--- config.mk ---
export PLATFORM = sky130hd
export DESIGN_NAME = mem_stage_flat
export DESIGN_NICKNAME = d
export VERILOG_FILES = /design/src/rtl/mem_stage_if.sv /design/src/rtl/mem_stage.sv /design/src/flat_wrapper.sv
export SDC_FILE = /design/constraint.sdc
export NUM_CORES = 1
export LEC_CHECK = 0
export BUFFER_PORTS_ARGS = -buffer_cell sky130_fd_sc_hd__buf_2
export CAP_MARGIN = 20
export CORE_ASPECT_RATIO = 0.5
export CORE_MARGIN = 1.5
export CORE_UTILIZATION = 45
export CTS_CLUSTER_SIZE = 16
export DETAILED_ROUTE_END_ITERATION = 10
export PLACE_DENSITY = 0.84
export SYNTH_ARGS = -nofsm -noshare
export SYNTH_HDL_FRONTEND = slang
export SYNTH_SLANG_ARGS = --single-unit
--- constraint.sdc ---
create_clock -name clk -period 4.4 [get_ports clk]
set_clock_uncertainty 0.2 [all_clocks]
set_input_delay 0.44 -clock clk [delete_from_list [all_inputs] [get_ports clk]]
set_output_delay 0.44 -clock clk [all_outputs]
set_load 0.02 [all_outputs]
--- src/rtl/mem_stage_if.sv ---
// Bundle of the EX/MEM entry, the data-memory port and the MEM/WB results of mem_stage.
// The stage itself connects through the slave modport.
interface mem_stage_if #(
  parameter int DATA_WIDTH = 32
);
  logic                  i_valid;
  logic                  i_mem_read;
  logic                  i_mem_write;
  logic [1:0]            i_size;
  logic                  i_unsigned;
  logic [DATA_WIDTH-1:0] i_addr;
  logic [DATA_WIDTH-1:0] i_rt;
  logic [1:0]            i_wb;

  logic                  dm_req;
  logic                  dm_we;
  logic [DATA_WIDTH-1:0] dm_addr;
  logic [3:0]            dm_be;
  logic [DATA_WIDTH-1:0] dm_wdata;
  logic                  dm_ready;
  logic [DATA_WIDTH-1:0] dm_rdata;

  logic                  o_stall;
  logic                  o_valid;
  logic [DATA_WIDTH-1:0] o_result;
  logic [DATA_WIDTH-1:0] o_rdata;
  logic [1:0]            o_wb;
  logic                  o_misalign;

  modport slave (
    input  i_valid, i_mem_read, i_mem_write, i_size, i_unsigned, i_addr, i_rt, i_wb,
    input  dm_ready, dm_rdata,
    output dm_req, dm_we, dm_addr, dm_be, dm_wdata,
    output o_stall, o_valid, o_result, o_rdata, o_wb, o_misalign
  );

  modport master (
    output i_valid, i_mem_read, i_mem_write, i_size, i_unsigned, i_addr, i_rt, i_wb,
    output dm_ready, dm_rdata,
    input  dm_req, dm_we, dm_addr, dm_be, dm_wdata,
    input  o_stall, o_valid, o_result, o_rdata, o_wb, o_misalign
  );
endinterface

--- src/rtl/mem_stage.sv ---
// Pipeline MEM stage: issues aligned loads/stores to data memory, stalls upstream while waiting,
// and hands ALU results, load data or misalignment flags to MEM/WB.
module mem_stage #(
  parameter int DATA_WIDTH = 32
) (
  input  logic        clk,
  input  logic        rst,
  mem_stage_if.slave  bus
);

  typedef enum logic {IDLE, BUSY} state_t;

  state_t                state_reg;
  logic [1:0]            wb_reg;
  logic [1:0]            lane_reg;
  logic [1:0]            size_reg;
  logic                  uns_reg;
  logic [DATA_WIDTH-1:0] result_reg;

  logic                  mem_op;
  logic                  misalign;
  logic                  accept_mem;
  logic [3:0]            be_next;
  logic [DATA_WIDTH-1:0] wdata_next;
  logic [7:0]            rd_bytes [4];
  logic [7:0]            byte_sel;
  logic [15:0]           half_sel;
  logic [DATA_WIDTH-1:0] load_data;

  always_comb begin
    mem_op = bus.i_mem_read | bus.i_mem_write;
    case (bus.i_size)
      2'b00:   misalign = 1'b0;
      2'b01:   misalign = bus.i_addr[0];
      default: misalign = |bus.i_addr[1:0];
    endcase
    accept_mem = (state_reg == IDLE) && bus.i_valid && mem_op && !misalign;
  end

  assign bus.o_stall = (state_reg == BUSY) || accept_mem;

  // Lanes and store data are formed from the live inputs so they can be registered on accept.
  always_comb begin
    case (bus.i_size)
      2'b00: begin
        be_next    = 4'b0001 << bus.i_addr[1:0];
        wdata_next = {(DATA_WIDTH/8){bus.i_rt[7:0]}};
      end
      2'b01: begin
        be_next    = bus.i_addr[1] ? 4'b1100 : 4'b0011;
        wdata_next = {(DATA_WIDTH/16){bus.i_rt[15:0]}};
      end
      default: begin
        be_next    = 4'b1111;
        wdata_next = bus.i_rt;
      end
    endcase
  end

  genvar gi;
  generate
    for (gi = 0; gi < 4; gi++) begin : g_rd_lane
      assign rd_bytes[gi] = bus.dm_rdata[8*gi +: 8];
    end
  endgenerate

  always_comb begin
    byte_sel = rd_bytes[lane_reg];
    half_sel = lane_reg[1] ? {rd_bytes[3], rd_bytes[2]} : {rd_bytes[1], rd_bytes[0]};
    case (size_reg)
      2'b00:   load_data = {{(DATA_WIDTH-8){byte_sel[7] & ~uns_reg}}, byte_sel};
      2'b01:   load_data = {{(DATA_WIDTH-16){half_sel[15] & ~uns_reg}}, half_sel};
      default: load_data = bus.dm_rdata;
    endcase
  end

  always_ff @(posedge clk or posedge rst) begin
    if (rst) begin
      state_reg      <= IDLE;
      wb_reg         <= '0;
      lane_reg       <= '0;
      size_reg       <= '0;
      uns_reg        <= 1'b0;
      result_reg     <= '0;
      bus.dm_req     <= 1'b0;
      bus.dm_we      <= 1'b0;
      bus.dm_addr    <= '0;
      bus.dm_be      <= '0;
      bus.dm_wdata   <= '0;
      bus.o_valid    <= 1'b0;
      bus.o_result   <= '0;
      bus.o_rdata    <= '0;
      bus.o_wb       <= '0;
      bus.o_misalign <= 1'b0;
    end else begin
      bus.o_valid <= 1'b0;
      case (state_reg)
        IDLE: begin
          if (bus.i_valid) begin
            if (!mem_op || misalign) begin
              // Non-memory and misaligned entries complete without touching memory.
              bus.o_valid    <= 1'b1;
              bus.o_result   <= bus.i_addr;
              bus.o_rdata    <= '0;
              bus.o_misalign <= mem_op;
              bus.o_wb       <= mem_op ? 2'b00 : bus.i_wb;
            end else begin
              state_reg    <= BUSY;
              bus.dm_req   <= 1'b1;
              bus.dm_we    <= bus.i_mem_write;
              bus.dm_addr  <= {bus.i_addr[DATA_WIDTH-1:2], 2'b00};
              bus.dm_be    <= be_next;
              bus.dm_wdata <= wdata_next;
              wb_reg       <= bus.i_wb;
              result_reg   <= bus.i_addr;
              size_reg     <= bus.i_size;
              uns_reg      <= bus.i_unsigned;
              lane_reg     <= bus.i_addr[1:0];
            end
          end
        end
        BUSY: begin
          if (bus.dm_ready) begin
            state_reg      <= IDLE;
            bus.dm_req     <= 1'b0;
            bus.o_valid    <= 1'b1;
            bus.o_result   <= result_reg;
            bus.o_wb       <= wb_reg;
            bus.o_misalign <= 1'b0;
            bus.o_rdata    <= bus.dm_we ? '0 : load_data;
          end
        end
      endcase
    end
  end

endmodule

--- src/flat_wrapper.sv ---
// flat-port wrapper written by rule: the top's interface ports become plain ports
module mem_stage_flat 
#(
  parameter int DATA_WIDTH = 32
)
  (clk, rst, bus_i_valid, bus_i_mem_read, bus_i_mem_write, bus_i_size, bus_i_unsigned, bus_i_addr, bus_i_rt, bus_i_wb, bus_dm_ready, bus_dm_rdata, bus_dm_req, bus_dm_we, bus_dm_addr, bus_dm_be, bus_dm_wdata, bus_o_stall, bus_o_valid, bus_o_result, bus_o_rdata, bus_o_wb, bus_o_misalign);
  mem_stage_if #(.DATA_WIDTH(DATA_WIDTH)) bus_i ();
  input  logic clk;
  input  logic rst;
  input wire logic [$bits(bus_i.i_valid)-1:0] bus_i_valid;
  input wire logic [$bits(bus_i.i_mem_read)-1:0] bus_i_mem_read;
  input wire logic [$bits(bus_i.i_mem_write)-1:0] bus_i_mem_write;
  input wire logic [$bits(bus_i.i_size)-1:0] bus_i_size;
  input wire logic [$bits(bus_i.i_unsigned)-1:0] bus_i_unsigned;
  input wire logic [$bits(bus_i.i_addr)-1:0] bus_i_addr;
  input wire logic [$bits(bus_i.i_rt)-1:0] bus_i_rt;
  input wire logic [$bits(bus_i.i_wb)-1:0] bus_i_wb;
  input wire logic [$bits(bus_i.dm_ready)-1:0] bus_dm_ready;
  input wire logic [$bits(bus_i.dm_rdata)-1:0] bus_dm_rdata;
  output wire logic [$bits(bus_i.dm_req)-1:0] bus_dm_req;
  output wire logic [$bits(bus_i.dm_we)-1:0] bus_dm_we;
  output wire logic [$bits(bus_i.dm_addr)-1:0] bus_dm_addr;
  output wire logic [$bits(bus_i.dm_be)-1:0] bus_dm_be;
  output wire logic [$bits(bus_i.dm_wdata)-1:0] bus_dm_wdata;
  output wire logic [$bits(bus_i.o_stall)-1:0] bus_o_stall;
  output wire logic [$bits(bus_i.o_valid)-1:0] bus_o_valid;
  output wire logic [$bits(bus_i.o_result)-1:0] bus_o_result;
  output wire logic [$bits(bus_i.o_rdata)-1:0] bus_o_rdata;
  output wire logic [$bits(bus_i.o_wb)-1:0] bus_o_wb;
  output wire logic [$bits(bus_i.o_misalign)-1:0] bus_o_misalign;
  assign bus_i.i_valid = bus_i_valid;
  assign bus_i.i_mem_read = bus_i_mem_read;
  assign bus_i.i_mem_write = bus_i_mem_write;
  assign bus_i.i_size = bus_i_size;
  assign bus_i.i_unsigned = bus_i_unsigned;
  assign bus_i.i_addr = bus_i_addr;
  assign bus_i.i_rt = bus_i_rt;
  assign bus_i.i_wb = bus_i_wb;
  assign bus_i.dm_ready = bus_dm_ready;
  assign bus_i.dm_rdata = bus_dm_rdata;
  assign bus_dm_req = bus_i.dm_req;
  assign bus_dm_we = bus_i.dm_we;
  assign bus_dm_addr = bus_i.dm_addr;
  assign bus_dm_be = bus_i.dm_be;
  assign bus_dm_wdata = bus_i.dm_wdata;
  assign bus_o_stall = bus_i.o_stall;
  assign bus_o_valid = bus_i.o_valid;
  assign bus_o_result = bus_i.o_result;
  assign bus_o_rdata = bus_i.o_rdata;
  assign bus_o_wb = bus_i.o_wb;
  assign bus_o_misalign = bus_i.o_misalign;
  mem_stage #(.DATA_WIDTH(DATA_WIDTH)) u_core (.clk(clk), .rst(rst), .bus(bus_i));
endmodule
==> flow_results.xml, run 1 <==
<?xml version="1.0" encoding="UTF-8"?>
<metrics>
  <group name="final_layout">
    <metric name="area_growth" unit="%">28.8</metric>
    <metric name="reg.largest.list" unit="">u_core.bus.dm_wdata x32, u_core.bus.o_rdata x32, u_core.bus.o_result x32</metric>
    <metric name="layout_cell_share_with_drive_strength_beyond_1" unit="%">39.8</metric>
    <metric name="seq_area" unit="mm²">0.00360</metric>
    <metric name="multi_input_gate_area_in_the_final_layout" unit="mm²">0.00282</metric>
    <metric name="num-nets-final" unit="">955</metric>
    <metric name="antenna_cells_inserted" unit="">0</metric>
    <metric name="nFillCells" unit="">1221</metric>
  </group>
  <group name="sta">
    <metric name="slew_headroom" unit="%">45.6</metric>
    <metric name="slew_viol_final" unit="">0</metric>
    <metric name="hold_violations" unit="">0</metric>
    <metric name="fin_crit" unit="ns">2.81</metric>
    <metric name="post-route-worst-setup-slack" unit="ns">1.59</metric>
    <metric name="setup_viol_count_final" unit="">0</metric>
    <metric name="grt_setup_unrepaired" unit="">false</metric>
    <metric name="timing.setup.tns" unit="ns">0</metric>
    <metric name="finalCritPeriodShare" unit="%">63.9</metric>
    <metric name="max_clock_freq" unit="MHz">356</metric>
    <metric name="worst_slew_pin_slew" unit="ns">0.815</metric>
  </group>
  <group name="worst_setup_path">
    <metric name="source_of_the_worst_register_to_register_timing_path" unit="">u_core.result_reg[1]$_DFFE_PP0P_</metric>
    <metric name="critical-path-top-cell-by-count" unit="">buf_4</metric>
    <metric name="critical_path.endpoint_type" unit="">flip-flop</metric>
    <metric name="required" unit="ns">4.48</metric>
    <metric name="reg2reg_to" unit="">u_core.bus.o_rdata[18]$_DFFE_PP0P_</metric>
    <metric name="critical_path.max_stage_delay" unit="ns">0.67</metric>
    <metric name="timing.critical_path.buf_inv" unit="">3</metric>
    <metric name="cp_data_arrival_time" unit="ns">2.89</metric>
    <metric name="critical_path.max_fanout" unit="">33</metric>
    <metric name="setup_slack_of_the_most_critical_reg_to_reg_path" unit="ns">1.96</metric>
    <metric name="path_delay_family" unit="">buffers and inverters</metric>
    <metric name="path_class" unit="">in -&gt; reg</metric>
    <metric name="critical_path.startpoint_type" unit="">primary input</metric>
    <metric name="crit_start" unit="">bus_i_size[1]</metric>
    <metric name="crit_chain" unit="">buf_2, nor2_1, buf_4, o221ai_4, buf_4, mux2_2</metric>
    <metric name="critical-path-slowest-cell" unit="">o221ai_4</metric>
    <metric name="worstRegToRegCells" unit="">3</metric>
  </group>
  <group name="global_route">
    <metric name="overall_fraction_of_global_route_tracks_in_use" unit="%">22.6</metric>
    <metric name="total_global_routing_overflow" unit="">0</metric>
    <metric name="first_pass_grt_wire_length" unit="µm">27800</metric>
    <metric name="number_of_global_route_vias_before_repair" unit="">5420</metric>
    <metric name="grt_antenna_before_repair" unit="">0</metric>
    <metric name="grt_max_degree" unit="">79</metric>
  </group>
  <group name="floorplanning">
    <metric name="design.die.area" unit="mm²">0.0156</metric>
    <metric name="core_area" unit="mm²">0.0145</metric>
    <metric name="core.rowCount" unit="">31</metric>
    <metric name="die_w" unit="µm">175</metric>
    <metric name="ioPinCount" unit="">246</metric>
    <metric name="floorplan.initialDensity" unit="%">46.1</metric>
    <metric name="vertical_extent_of_the_die" unit="µm">89.1</metric>
  </group>
  <group name="clock_network">
    <metric name="post_cts_hold_buffer_count" unit="">1</metric>
    <metric name="clock_tree.htree_level_count" unit="">4</metric>
    <metric name="cts_tree" unit="">yes</metric>
    <metric name="clk-insertion-delay-late" unit="ns">0.40</metric>
    <metric name="cts_inserted_buffers" unit="">17</metric>
    <metric name="post_cts.repair.setup_buffers" unit="">0</metric>
    <metric name="clock-sinks" unit="">144</metric>
    <metric name="cts.clk_slew.worst_paths" unit="ns">0.06</metric>
    <metric name="deepest_clock_path_buffer_count" unit="">2</metric>
    <metric name="ctsRootBufferMaster" unit="">clkbuf_16</metric>
    <metric name="cts_repair_resize_count" unit="">0</metric>
  </group>
  <group name="routing">
    <metric name="wl_final" unit="µm">17700</metric>
    <metric name="post_drt_via_cell_ratio" unit="">5.18</metric>
    <metric name="first_pass_iters" unit="">5</metric>
    <metric name="dr_total_vias" unit="">5489</metric>
    <metric name="route.detailed.drc" unit="">0</metric>
    <metric name="initialDrtViolationCount" unit="">295</metric>
    <metric name="wl_per_cell" unit="µm">16.7</metric>
    <metric name="antenna_left" unit="">0</metric>
  </group>
  <group name="logic_synthesis">
    <metric name="synth_flop_cell" unit="">dfrtp_1</metric>
    <metric name="total_of_flip_flops_plus_latches_after_synthesis" unit="">144</metric>
    <metric name="synth_adder_area_share" unit="%">0</metric>
    <metric name="synth.yosys.seq_area_share" unit="%">54.1</metric>
    <metric name="synth_edf_count" unit="">0</metric>
    <metric name="synth.mux.area_fraction" unit="%">18.2</metric>
    <metric name="synthXorXnorAreaFrac" unit="%">0</metric>
    <metric name="main_combinational_cell_family_by_area_after_synthesis" unit="">multiplexers</metric>
    <metric name="synth_compound_area_share" unit="%">10.5</metric>
    <metric name="synth_simple_gate_area_share" unit="%">13.0</metric>
    <metric name="ys_types" unit="">37</metric>
    <metric name="netlist_area" unit="mm²">0.00667</metric>
    <metric name="synth.yosys.warnings" unit="">0</metric>
    <metric name="postSynthCellCount" unit="">623</metric>
    <metric name="syn_avg_cell_area" unit="µm²">10.7</metric>
    <metric name="fraction_of_registers_with_async_set_or_reset_after_synthesis" unit="%">100</metric>
  </group>
  <group name="status">
    <metric name="status" unit="">finished, final reports clean</metric>
  </group>
  <group name="hold_path">
    <metric name="min_delay_worst_endpoint" unit="">u_core.state_reg$_DFF_PP0_</metric>
    <metric name="whs_path_depth" unit="">2</metric>
    <metric name="hp-start" unit="">bus_dm_ready</metric>
    <metric name="holdCritPathClass" unit="">in -&gt; reg</metric>
  </group>
  <group name="placed_design">
    <metric name="place_worst_setup_slack" unit="ns">1.18</metric>
    <metric name="port_buffers" unit="">243</metric>
    <metric name="detailedPlacementHpwl" unit="µm">12800</metric>
    <metric name="routabilityCongestion" unit="">0.862</metric>
  </group>
  <group name="power">
    <metric name="switching_share" unit="%">36.1</metric>
    <metric name="p_per_area" unit="mW/mm²">576</metric>
    <metric name="worst_ir_drop_vdd" unit="mV">0.271</metric>
    <metric name="share_comb_of_total_power" unit="%">31.3</metric>
    <metric name="power.share.clock" unit="%">29.7</metric>
    <metric name="power.internal" unit="mW">3.16</metric>
    <metric name="switching_power" unit="mW">1.78</metric>
    <metric name="seqPwrFrac" unit="%">39.0</metric>
    <metric name="power.static_leakage" unit="nW">4.32</metric>
  </group>
  <group name="job">
    <metric name="drv.max_cap_violation_count" unit="">0</metric>
  </group>
</metrics>
-- worst max path at each step --
stage / cells after the start / endpoint / slack [ns]
after CTS: 6 / u_core.result_reg[11]$_DFFE_PP0P_ / 1.61
after global routing: 5 / u_core.bus.dm_we$_DFFE_PP0P_ / 1.42
final: 6 / u_core.result_reg[11]$_DFFE_PP0P_ / 1.59
after global placement: 6 / u_core.result_reg[4]$_DFFE_PP0P_ / 1.23
after floorplan: 1 / u_core.bus.dm_addr[31]$_DFFE_PP0P_ / 1.95
after detailed placement: 6 / u_core.result_reg[11]$_DFFE_PP0P_ / 1.18
-- cells in the final DEF (no fill, tap or decap), drive strengths merged, types with 2 or more instances in the layout --
master    Yosys  final
buf          27    250
dfrtp       144    144
nand2       122    122
o21ai        77     77
mux2i        57     57
mux2         55     55
a21oi        20     20
clkbuf       19     20
nor2         19     19
nand3        18     18
nand2b       12     12
or3           8      8
a32o          8      8
and3b         7      7
a211o         6      6
clkinvlp      0      5
clkinv        1      5
nor2b         3      3
a31oi         3      3
bufinv        0      3
inv           3      3
nand3b        2      2
conb          1      2
o221ai        2      2
-- through the flow --
step | instances | power [mW] | area [µm²] | hold slack [ns] | util, %
global route | 1059 | 5.21 | 8590 | 0.0634 | 59.4
finish | 1059 | 4.94 | 8590 | 0.0748 | 59.4
CTS | 1059 | 4.98 | 8590 | 0.0627 | 59.4
detailed placement | 1026 | 3.50 | 7970 | 0.265 | 55.1
floorplan | 624 | 2.92 | 6670 | 0.279 | -
global placement | 1026 | 3.43 | 7970 | 0.257 | 55.1
-- logic make-up (layout without fill, tap and decap cells) --
family / Yosys count / in the layout
buffers and inverters: 50 / 287
DFF: 144 / 144
and+or+nand+nor: 195 / 195
other: 1 / 2
AOI/OAI and AO/OA: 120 / 120
muxes: 113 / 113
-- layer usage --
metal / share of wire [%] / global-route usage, % / vias up
met1: 43 / 28.7 / 2705
met4: 2.2 / 8.31 / 0
li1: - / - / 2620
met2: 51 / 39.3 / 138
met5: 0 / 0 / -
met3: 3.5 / 4.25 / 26
-- power groups by stage --
stage               registers (mW)  clock network [mW]  logic (mW)
finish                        1.93                1.47        1.55
global route                  1.98                1.56        1.67
CTS                           1.93                1.50        1.56
detailed placement            1.94                   0        1.55
global placement              1.92                   0        1.51
floorplan                     2.29                   0       0.627
-- cell type report --
| type | count | share of cell area, % |
|---|---|---|
| clock inverters | 12 | 1.86 |
| clock buffers | 20 | 5.20 |
| multi-input cells | 430 | 32.8 |
| repair buffers | 251 | 15.0 |
| well taps | 198 | 2.88 |
| flip-flops and latches | 144 | 42.0 |
| inverters | 4 | 0.233 |
-- synth_stat cells (all sizes together), types with 2 or more instances --
cell type  count  area [µm²]
dfrtp        144        3600
nand2        122         458
a31oi          3        18.8
a32o           8        80.1
mux2          55         619
nor2          19        71.3
nand3         18        90.1
buf           27         186
mux2i         57         571
o221ai         2        17.5
or3            8        50.1
a21oi         20         104
nor2b          3        18.8
clkbuf        19        73.8
nand3b         2        15.0
o21ai         77         385
nand2b        12        75.1
and3b          7        61.3
a211o          6        52.6
inv            3        11.3
-- worst register-to-register path: cells and delay by family, from the launching register on --
kind | cells | cell delay, ns
AND/OR/NAND/NOR | 1 | 0.18
flip-flops | 1 | 0.78
AO/OA/AOI/OAI | 1 | 0.66
multiplexers | 1 | 0.45
Power figures use the tool's default switching activity.
==> inputs of run 2 (changes only) <==
--- a/config.mk
+++ b/config.mk
@@ -5,14 +5,15 @@
 export SDC_FILE = /design/constraint.sdc
 export NUM_CORES = 1
 export LEC_CHECK = 0
+export ABC_AREA = 1
 export BUFFER_PORTS_ARGS = -buffer_cell sky130_fd_sc_hd__buf_2
 export CAP_MARGIN = 20
 export CORE_ASPECT_RATIO = 0.5
 export CORE_MARGIN = 1.5
-export CORE_UTILIZATION = 45
+export CORE_UTILIZATION = 51
 export CTS_CLUSTER_SIZE = 16
 export DETAILED_ROUTE_END_ITERATION = 10
-export PLACE_DENSITY = 0.84
+export PLACE_DENSITY = 0.88
 export SYNTH_ARGS = -nofsm -noshare
 export SYNTH_HDL_FRONTEND = slang
 export SYNTH_SLANG_ARGS = --single-unit
==> constraint.sdc (replaced) <==
create_clock -name clk -period 2.7 [get_ports clk]
set_clock_uncertainty 0.2 [all_clocks]
set_input_delay 0.27 -clock clk [delete_from_list [all_inputs] [get_ports clk]]
set_output_delay 0.27 -clock clk [all_outputs]
set_load 0.02 [all_outputs]
==> flow_results.xml, run 2 <==
<?xml version="1.0" encoding="UTF-8"?>
<metrics>
  <group name="status">
    <metric name="status" unit="">finished, final reports clean</metric>
  </group>
  <group name="sta">
    <metric name="setup_viol_count_final" unit="">0</metric>
    <metric name="timing.setup.tns" unit="ns">0</metric>
    <metric name="fin_crit" unit="ns">2.49</metric>
    <metric name="finalCritPeriodShare" unit="%">92.2</metric>
    <metric name="slew_viol_final" unit="">0</metric>
    <metric name="post-route-worst-setup-slack" unit="ns">0.211</metric>
    <metric name="worst_slew_pin_slew" unit="ns">0.848</metric>
    <metric name="slew_headroom" unit="%">43.3</metric>
    <metric name="max_clock_freq" unit="MHz">402</metric>
    <metric name="hold_violations" unit="">0</metric>
  </group>
  <group name="clock_network">
    <metric name="cts.clk_slew.worst_paths" unit="ns">0.06</metric>
    <metric name="clk-insertion-delay-late" unit="ns">0.42</metric>
    <metric name="cts_inserted_buffers" unit="">17</metric>
    <metric name="ctsRootBufferMaster" unit="">clkbuf_16</metric>
    <metric name="clock_tree.htree_level_count" unit="">4</metric>
    <metric name="cts_tree" unit="">yes</metric>
    <metric name="clock-sinks" unit="">144</metric>
    <metric name="deepest_clock_path_buffer_count" unit="">2</metric>
    <metric name="post_cts.repair.setup_buffers" unit="">0</metric>
  </group>
  <group name="logic_synthesis">
    <metric name="main_combinational_cell_family_by_area_after_synthesis" unit="">simple AND/OR/NAND/NOR gates</metric>
    <metric name="synth.mux.area_fraction" unit="%">0</metric>
    <metric name="postSynthCellCount" unit="">886</metric>
    <metric name="synth_edf_count" unit="">0</metric>
    <metric name="yosys.area.top_type" unit="">dfrtp_1</metric>
    <metric name="synth.yosys.warnings" unit="">0</metric>
    <metric name="ys_types" unit="">32</metric>
    <metric name="synth.yosys.seq_area_share" unit="%">50.9</metric>
    <metric name="synth_compound_area_share" unit="%">10.8</metric>
    <metric name="total_of_flip_flops_plus_latches_after_synthesis" unit="">144</metric>
    <metric name="synth_adder_area_share" unit="%">0</metric>
    <metric name="synthXorXnorAreaFrac" unit="%">0</metric>
    <metric name="synth.most_common_cell" unit="">nand2_1</metric>
    <metric name="netlist_area" unit="mm²">0.00708</metric>
    <metric name="synth_flop_cell" unit="">dfrtp_1</metric>
    <metric name="netlist_top_cells_area" unit="">dfrtp_1, nand2_1, o21ai_0, nand3_1, nand3_2</metric>
    <metric name="synth_simple_gate_area_share" unit="%">30.3</metric>
    <metric name="synth_common_cells" unit="">nand2_1, dfrtp_1, o21ai_0</metric>
    <metric name="fraction_of_registers_with_async_set_or_reset_after_synthesis" unit="%">100</metric>
    <metric name="syn_avg_cell_area" unit="µm²">7.99</metric>
    <metric name="synth.top_cell.area_share" unit="%">50.9</metric>
  </group>
  <group name="floorplanning">
    <metric name="floorplan.initialDensity" unit="%">52.2</metric>
    <metric name="ioPinCount" unit="">246</metric>
    <metric name="core.rowCount" unit="">30</metric>
    <metric name="vertical_extent_of_the_die" unit="µm">86.3</metric>
    <metric name="core_area" unit="mm²">0.0136</metric>
    <metric name="design.die.area" unit="mm²">0.0146</metric>
    <metric name="die_w" unit="µm">170</metric>
  </group>
  <group name="routing">
    <metric name="antenna_left" unit="">0</metric>
    <metric name="initialDrtViolationCount" unit="">834</metric>
    <metric name="wl_per_cell" unit="µm">17.2</metric>
    <metric name="dr_total_vias" unit="">7567</metric>
    <metric name="met1_wire_length" unit="µm">9190</metric>
    <metric name="route.detailed.drc" unit="">0</metric>
    <metric name="top_layer" unit="">met4</metric>
    <metric name="first_pass_iters" unit="">5</metric>
    <metric name="dr_wl_met2" unit="µm">11600</metric>
    <metric name="met3_length" unit="µm">1850</metric>
    <metric name="wl_final" unit="µm">23900</metric>
    <metric name="post_drt_via_cell_ratio" unit="">5.45</metric>
  </group>
  <group name="global_route">
    <metric name="grt_max_degree" unit="">53</metric>
    <metric name="first_pass_grt_wire_length" unit="µm">37300</metric>
    <metric name="total_global_routing_overflow" unit="">0</metric>
    <metric name="grt_antenna_before_repair" unit="">0</metric>
    <metric name="number_of_global_route_vias_before_repair" unit="">7416</metric>
    <metric name="overall_fraction_of_global_route_tracks_in_use" unit="%">33.1</metric>
  </group>
  <group name="hold_path">
    <metric name="holdCritPathClass" unit="">in -&gt; reg</metric>
  </group>
  <group name="worst_setup_path">
    <metric name="timing.critical_path.buf_inv" unit="">4</metric>
    <metric name="cp-endpoint" unit="">u_core.bus.dm_wdata[22]$_DFFE_PP0P_</metric>
    <metric name="cp_data_arrival_time" unit="ns">2.65</metric>
    <metric name="critical-path-slowest-cell" unit="">dlygate4sd3_1</metric>
    <metric name="source_of_the_worst_register_to_register_timing_path" unit="">u_core.state_reg$_DFF_PP0_</metric>
    <metric name="crit_chain" unit="">inv_2, nand2_1, nor2_1, nand2_4, inv_2, buf_6, nor2_1, a21oi_1, dlygate4sd3_1</metric>
    <metric name="reg2reg_to" unit="">u_core.bus.dm_wdata[22]$_DFFE_PP0P_</metric>
    <metric name="path_delay_family" unit="">buffers and inverters</metric>
    <metric name="crit_start" unit="">u_core.state_reg$_DFF_PP0_</metric>
    <metric name="number_of_cells_on_the_critical_path" unit="">9</metric>
    <metric name="critical_path.endpoint_type" unit="">flip-flop</metric>
    <metric name="required" unit="ns">2.86</metric>
    <metric name="setup_slack_of_the_most_critical_reg_to_reg_path" unit="ns">0.21</metric>
    <metric name="critical_path.max_stage_delay" unit="ns">0.56</metric>
    <metric name="critical_path.startpoint_type" unit="">flip-flop</metric>
    <metric name="path_class" unit="">reg -&gt; reg</metric>
    <metric name="worstRegToRegCells" unit="">9</metric>
    <metric name="critical_path.max_fanout" unit="">35</metric>
  </group>
  <group name="final_layout">
    <metric name="layout_commonest_cell" unit="">nand2_1</metric>
    <metric name="num-nets-final" unit="">1291</metric>
    <metric name="nFillCells" unit="">973</metric>
    <metric name="mostFrequentLayoutCells" unit="">nand2_1, buf_2, dfrtp_1, dlygate4sd3_1, o21ai_0</metric>
    <metric name="layout_cell_share_with_drive_strength_beyond_1" unit="%">27.8</metric>
    <metric name="area_growth" unit="%">37.1</metric>
    <metric name="reg.largest.list" unit="">u_core.bus.dm_wdata x32, u_core.bus.o_rdata x32, u_core.bus.o_result x32</metric>
    <metric name="finish.utilization" unit="%">71.6</metric>
    <metric name="antenna_cells_inserted" unit="">0</metric>
  </group>
  <group name="placed_design">
    <metric name="routabilityCongestion" unit="">0.882</metric>
    <metric name="detailedPlacementHpwl" unit="µm">14300</metric>
    <metric name="port_buffers" unit="">243</metric>
    <metric name="place_worst_setup_slack" unit="ns">0.523</metric>
  </group>
  <group name="power">
    <metric name="worst_ir_drop_vdd" unit="mV">0.527</metric>
    <metric name="power.static_leakage" unit="nW">5.33</metric>
    <metric name="p_per_area" unit="mW/mm²">1200</metric>
    <metric name="total_power" unit="mW">11.6</metric>
  </group>
  <group name="job">
    <metric name="drv.max_cap_violation_count" unit="">0</metric>
  </group>
</metrics>
run 2: stage by stage:
stage,area [µm²],std cells,hold WS (ns)
2_1_floorplan,7090,887,0.180
3_3_place_gp,8330,1279,0.260
3_5_place_dp,8330,1279,0.260
4_1_cts,9690,1388,0.00540
5_1_grt,9710,1389,0.0116
6_report,9710,1389,0.00905
run 2: what timing repair did:
item / in CTS / in global routing
endpoints found under the setup margin: 0 / 2
gates resized for setup: 0 / 2
hold buffers: 77 / 1
endpoints found under the hold margin: 111 / 1
run 2: routing by layer:
layer  vias to the layer above  global-route usage (%)
met5                         -                       0
met4                         0                    19.1
met3                       132                    7.17
met2                       467                    56.3
met1                      3539                    39.8
li1                       3429                       -
run 2: layout make-up:
cell class                      count  area [µm²]  share of cell area [%]
Multi-Input combinational cell    631        2920                    30.0
Inverter                           56         219                    2.26
Clock inverter                      9         106                    1.10
Clock buffer                       23         488                    5.03
Sequential cell                   144        3600                    37.1
Tap cell                          192         240                    2.47
Timing Repair Buffer              334        2140                    22.0
run 2: cells by family after synthesis:
family | after synthesis
AOI/OAI and AO/OA | 144
buffers and inverters | 112
DFF | 144
other | 1
and+or+nand+nor | 485
run 2: worst reg2reg max path, cell delays in order (launching register included):
cell and delay, ns:
dfrtp_1 0.45, inv_2 0.08, nand2_1 0.07, nor2_1 0.23, nand2_4 0.23, inv_2 0.12
buf_6 0.28, nor2_1 0.09, a21oi_1 0.12, dlygate4sd3_1 0.56
run 2: how the worst min path moves through the flow:
stage	start	to	slack, ns	depth (start not counted)
after CTS	bus_dm_rdata[30]	u_core.bus.o_rdata[30]$_DFFE_PP0P_	0.005	5
after global placement	u_core.bus.dm_wdata[0]$_DFFE_PP0P_	u_core.bus.dm_wdata[0]$_DFFE_PP0P_	0.26	2
after floorplan	bus_i_rt[0]	u_core.bus.dm_wdata[0]$_DFFE_PP0P_	0.18	2
after detailed placement	u_core.bus.dm_wdata[28]$_DFFE_PP0P_	u_core.bus.dm_wdata[28]$_DFFE_PP0P_	0.26	2
final	bus_i_mem_read	u_core.bus.o_misalign$_DFFE_PP0P_	0.009	3
after global routing	bus_i_addr[23]	u_core.result_reg[23]$_DFFE_PP0P_	0.01	3
run 2: power breakdown:
group | switching, mW | internal [mW] | total (mW)
clock network | 0.956 | 1.46 | 2.41
registers | 0.710 | 3.16 | 3.87
logic | 3.64 | 1.71 | 5.35
total | 5.31 | 6.33 | 11.6
